==> src/rtl/usb_pkg.sv <==
// Shared USB link definitions used by the
// NRZI encoder and decoder sides.
package usb_pkg;

  typedef enum logic [2:0] {
    IDLE,
    SYNC,
    PAYLOAD,
    EOP1,
    EOP2
  } state_t;

  localparam int SYNC_ZEROS = 7;

  localparam logic J = 1'b1;
  localparam logic K = 1'b0;

  localparam int CNT_W = 7;
  localparam int MAX_PKT_BITS = 104;

endpackage

==> src/rtl/nrzi_dec_ctrl.sv <==
// Decoder control: SYNC tracking, payload
// counting and EOP framing.
module nrzi_dec_ctrl
  import usb_pkg::*;
#(
  parameter int MAX_BITS = MAX_PKT_BITS
) (
  input  logic             clk,
  input  logic             rst_b,
  input  logic             valid,
  input  logic             se0,
  input  logic             raw,
  input  logic             level,
  output logic             emit,
  output logic             first,
  output logic             done,
  output logic             err,
  output logic             to_idle,
  output logic [CNT_W-1:0] count
);

  state_t           state;
  state_t           state_nxt;
  logic [2:0]       zeros;
  logic [2:0]       zeros_nxt;
  logic [CNT_W-1:0] count_nxt;

  always_ff @(posedge clk or negedge rst_b) begin
    if (!rst_b) begin
      state <= IDLE;
      zeros <= '0;
      count <= '0;
    end else begin
      state <= state_nxt;
      zeros <= zeros_nxt;
      count <= count_nxt;
    end
  end

  always_comb begin
    state_nxt = state;
    zeros_nxt = zeros;
    count_nxt = count;
    emit      = 1'b0;
    first     = 1'b0;
    done      = 1'b0;
    err       = 1'b0;
    if (valid) begin
      unique case (state)
        IDLE: begin
          if (!se0 && !raw) begin
            state_nxt = SYNC;
            zeros_nxt = 3'd1;
          end
        end
        SYNC: begin
          if (se0) begin
            err = 1'b1;
          end else if (raw) begin
            if (zeros == 3'(SYNC_ZEROS)) begin
              state_nxt = PAYLOAD;
              count_nxt = '0;
            end else begin
              err = 1'b1;
            end
          end else if (zeros == 3'(SYNC_ZEROS)) begin
            err = 1'b1;
          end else begin
            zeros_nxt = zeros + 3'd1;
          end
        end
        PAYLOAD: begin
          if (se0) begin
            if (count == '0) err = 1'b1;
            else state_nxt = EOP1;
          end else if (count == CNT_W'(MAX_BITS)) begin
            err = 1'b1;
          end else begin
            emit      = 1'b1;
            first     = (count == '0);
            count_nxt = count + 1'b1;
          end
        end
        EOP1: begin
          if (se0) state_nxt = EOP2;
          else err = 1'b1;
        end
        EOP2: begin
          if (!se0 && level == J) begin
            done      = 1'b1;
            state_nxt = IDLE;
          end else begin
            err = 1'b1;
          end
        end
        default: state_nxt = IDLE;
      endcase
      if (err) state_nxt = IDLE;
    end
    to_idle = valid && (state_nxt == IDLE);
  end

endmodule

==> src/rtl/nrzi_dec.sv <==
// USB receive NRZI decoder: line level to raw
// payload bits with packet framing.
module nrzi_dec
  import usb_pkg::*;
#(
  parameter int MAX_BITS = 104
) (
  input  logic       clk,
  input  logic       rst_b,
  input  logic       line_bit,
  input  logic       line_se0,
  input  logic       line_valid,
  output logic       bstr_out,
  output logic       bstr_out_valid,
  output logic       pkt_start,
  output logic       pkt_end,
  output logic [6:0] bit_count,
  output logic       frame_err
);

  logic prev_level;
  logic raw;
  logic emit;
  logic first;
  logic done;
  logic err;
  logic to_idle;

  // No transition on the line decodes as a 1
  assign raw = (line_bit == prev_level);

  nrzi_dec_ctrl #(
    .MAX_BITS (MAX_BITS)
  ) u_ctrl (
    .clk     (clk),
    .rst_b   (rst_b),
    .valid   (line_valid),
    .se0     (line_se0),
    .raw     (raw),
    .level   (line_bit),
    .emit    (emit),
    .first   (first),
    .done    (done),
    .err     (err),
    .to_idle (to_idle),
    .count   (bit_count)
  );

  always_ff @(posedge clk or negedge rst_b) begin
    if (!rst_b) begin
      prev_level <= J;
    end else if (line_valid) begin
      if (to_idle) prev_level <= J;
      else if (!line_se0) prev_level <= line_bit;
    end
  end

  always_ff @(posedge clk or negedge rst_b) begin
    if (!rst_b) begin
      bstr_out       <= 1'b0;
      bstr_out_valid <= 1'b0;
      pkt_start      <= 1'b0;
      pkt_end        <= 1'b0;
      frame_err      <= 1'b0;
    end else begin
      bstr_out       <= emit & raw;
      bstr_out_valid <= emit;
      pkt_start      <= first;
      pkt_end        <= done;
      frame_err      <= err;
    end
  end

endmodule

==> config.mk <==
export PLATFORM = sky130hd
export DESIGN_NAME = nrzi_dec
export DESIGN_NICKNAME = d
export VERILOG_FILES = /design/src/rtl/usb_pkg.sv /design/src/rtl/nrzi_dec_ctrl.sv /design/src/rtl/nrzi_dec.sv
export SDC_FILE = /design/constraint.sdc
export NUM_CORES = 1
export LEC_CHECK = 0
export ABC_CLOCK_PERIOD_IN_PS = 3390
export CELL_PAD_IN_SITES_DETAIL_PLACEMENT = 1
export CELL_PAD_IN_SITES_GLOBAL_PLACEMENT = 2
export CORE_ASPECT_RATIO = 1.25
export CORE_UTILIZATION = 32
export CTS_CLUSTER_DIAMETER = 200
export DETAILED_ROUTE_END_ITERATION = 12
export GPL_ROUTABILITY_DRIVEN = 0
export PLACE_DENSITY = 0.79
export SLEW_MARGIN = 20
export SYNTH_ARGS = -nofsm -noshare
export SYNTH_HDL_FRONTEND = slang
export SYNTH_HIERARCHICAL = 1
export SYNTH_SLANG_ARGS = --single-unit
==> constraint.sdc <==
create_clock -name clk -period 3.39 [get_ports clk]
set_clock_uncertainty 0.15 [all_clocks]
set_input_delay 0.678 -clock clk [delete_from_list [all_inputs] [get_ports clk]]
set_output_delay 0.678 -clock clk [all_outputs]
set_load 0.005 [all_outputs]
==> results.tsv <==
stage	metric	value	unit
outcome	status	finished, final reports clean	
synth	post-synthesis sequential area ratio	0.4482	
worst_setup_path	reg-to-reg slack, setup	0.64	ns
synth	Syn Nets	125	
place	IO buf count	16	
min_path	Hold Crit Start	u_ctrl/zeros[1]$_DFFE_PN0P_	
synth	Post-synth EDFFs	0	
finish	final antenna diode count	0	
clock_tree	CTS Buf Count	3	
worst_setup_path	CP Capture Type	flip-flop	
routing	total number of vias	955	
grt	grt total ovfl	0	
finish	most frequent cells in the layout	dfrtp_1, clkdlybuf4s50_1, nand2_1	
routing	Detail Route Antenna Nets	0	
synth	Synth Flop Type	dfrtp_1	
clock_tree	CTS tree	yes	
worst_setup_path	worst r2r path cells	9	
floorplanning	Starting Density	0.3329	
floorplanning	row cnt	23	
grt	GRT Total Usage	0.1778	
synth	syn avg cell area	9.168	um2
worst_setup_path	crit path cell chain	clkdlybuf4s50_1 -> xnor2_1 -> or2_2 -> a211oi_1 -> a311o_1 -> nand3b_1 -> a31oi_1 -> nor3b_1 -> nor3_1	
sta	crit share post-route	0.8307	
finish	layout cells sized above 1	0.06767	
grt	vias in the first global route	1006	
floorplanning	die area	0.003560	mm2
finish	area delta synth->final	22.82	%
floorplanning	Die Ht	66.46	um
min_path	HP Class	flip-flop to flip-flop	
power_and_ir_drop	Net Sw Frac	0.3252	
clock_tree	setup bufs post-CTS	0	
worst_setup_path	Reg2Reg Capture Point	prev_level$_DFFE_PN1P_	
sta	Slew @ Worst Pin	0.8909	ns
synth	Synth area leaders	dfrtp_1, ha_1, a31oi_1, nand2_1, a21oi_1	
clock_tree	clk root buf	clkbuf_8	
sta	Max-slew headroom	0.4042	
finish	register area	476.7	um2
sta	Final Max Tran Viols	0	
clock_tree	Clk pin slew, worst setup/hold paths	0.08	ns
finish	Multi-input gate area	540.5	um2
min_path	sink of the worst hold path	u_ctrl/zeros[1]$_DFFE_PN0P_	
synth	synthesized area	0.001064	mm2
floorplanning	num ports	17	
worst_setup_path	reg2reg start	u_ctrl/count[0]$_DFFE_PN0P_	
min_path	hold path depth	2	
routing	DRT iter0 DRCs	12	
synth	Yosys cell types	38	
power_and_ir_drop	Power Density	470.2	mW/mm2
clock_tree	number of gates resized after cts	0	
clock_tree	worst-skew pair later-pin latency	0.26	ns
routing	DRC	0	
routing	WL per Instance	15.75	um
power_and_ir_drop	internal cell power	0.0004144	W
grt	largest net degree at the start of global routing	20	
worst_setup_path	crit path kind	input pin to flip-flop	
worst_setup_path	Max FO, Critical Path	6	
grt	first-pass GRT wire length	4567	um
worst_setup_path	CP startpoint kind	input pin	
sta	RSZ-0062 raised after global routing	no	
power_and_ir_drop	Max rail drop VDD	0.2110	mV
power_and_ir_drop	sw power	0.0001997	W
sta	Final min period	2.816	ns
power_and_ir_drop	Gate power share	0.254	
synth	Syn. warnings	6	
routing	first drt pass iteration count	4	
sta	setup TNS	0	ns
worst_setup_path	largest delay contributor family on the critical path	simple AND/OR/NAND/NOR gates	
worst_setup_path	CP bufs+invs	1	
power_and_ir_drop	sequential power share	0.475	
finish	most common cell after layout, fill and taps aside	dfrtp_1	
place	dpl hpwl	1954	um
worst_setup_path	CP max stage delay	0.48	ns
grt	initial antenna violation count	0	
synth	FF+latch count, synth	19	
job	max-cap violations	0	
clock_tree	Hold-fix buffers, CTS	0	
routing	via density per instance	5.618	
finish	nets	143	
power_and_ir_drop	clock power share	0.271	
worst_setup_path	worst path arrival time	2.85	ns
finish	FILL cells	376	
synth	ys async rst share	1.000	
floorplanning	core area	0.003194	mm2
sta	Final Hold Fails	0	
synth	post-synthesis cell count	116	
sta	Fmax	355.1	MHz
synth	post-synth top area share	0.4235	
clock_tree	clk buf depth	2	
worst_setup_path	CP required	3.42	ns
floorplanning	die span in x	53.57	um
worst_setup_path	CP max stage cell	clkdlybuf4s50_1	
routing	drt total wl	2677	um
synth	cell taking the most area after synthesis	dfrtp_1	
sta	final setup violation count	0	
sta	Min Hold Slack	0.3636	ns
clock_tree	CTS Sinks	19	
power_and_ir_drop	leak pwr	0.5271	nW
clock_tree	H-tree Lvls	1	
worst reg2reg max path, delay by kind of cell (launching register included):
family / cells / cell delay (ns)
fa+ha+maj: 1 / 0.18
simple gates: 5 / 1.24
buf+inv: 1 / 0.08
compound gates: 2 / 0.59
flops: 1 / 0.44
cell usage after synthesis (2+ instances only):
cell type / count
a21oi_1: 7
a31oi_1: 6
and3_1: 2
clkbuf_1: 2
dfrtp_1: 18
ha_1: 4
inv_1: 7
nand2_1: 10
nand2b_1: 4
nand3_1: 7
nand3b_1: 2
nor2_1: 8
nor3_1: 4
nor3b_1: 3
nor4b_1: 2
o21ai_0: 7
o21ai_1: 2
cell families (layout without fill, tap and decap cells):
family,count (synthesis),count (layout),synth area share
AND/OR/NAND/NOR,49,49,0.2588
adder cells (fa/ha/maj),4,4,0.04706
XOR/XNOR,2,2,0.01647
flip-flops,19,19,0.4482
AO/OA/AOI/OAI,30,30,0.1753
buffers and inverters,11,28,0.04353
multiplexers,1,1,0.01059
per-stage QoR:
stage,cell area (um2),power (W),setup slack (ns),util,instances
floorplan,1064,0.0003996,0.8742,-,116
global placement,1257,0.0004433,0.3264,0.3937,166
detailed placement,1257,0.0004536,0.3005,0.3937,166
CTS,1306,0.0006215,0.5668,0.4089,170
global route,1306,0.0006572,0.3092,0.4089,170
finish,1306,0.0006142,0.5740,0.4089,170
layer usage:
metal	share of wire	track usage
met5	0	0
met1	0.45	0.2020
met3	0.024	0.02511
met4	0.038	0.1151
met2	0.49	0.3000
cell type report:
class	count	share of cell area
Clock inverter	1	0.005747
Inverter	7	0.02011
Multi-Input combinational cell	86	0.4138
Clock buffer	3	0.03161
Tap cell	37	0.03544
Timing Repair Buffer	17	0.1284
Sequential cell	19	0.3649
worst max path at each step:
stage / start / end / cells after the start
detailed placement: line_bit / prev_level$_DFFE_PN1P_ / 9
finish: line_bit / prev_level$_DFFE_PN1P_ / 9
global placement: line_se0 / prev_level$_DFFE_PN1P_ / 8
CTS: line_bit / prev_level$_DFFE_PN1P_ / 9
floorplan: u_ctrl/count[0]$_DFFE_PN0P_ / prev_level$_DFFE_PN1P_ / 9
global route: line_se0 / prev_level$_DFFE_PN1P_ / 8
power groups by stage:
stage	clock network, W	logic (W)	registers [W]
after detailed placement	0	0.000158	0.000296
after global placement	0	0.000150	0.000294
after CTS	0.000172	0.000158	0.000292
final	0.000167	0.000156	0.000292
after global routing	0.000181	0.000180	0.000296
after floorplan	0	0.000123	0.000277
registers in the layout, summed over array words and instances (netlist names):
name            flops
u_ctrl/count        7
u_ctrl/state        3
u_ctrl/zeros        3
bstr_out            1
bstr_out_valid      1
frame_err           1
pkt_end             1
pkt_start           1
prev_level          1
No activity file was read; power rests on OpenSTA's default activity.
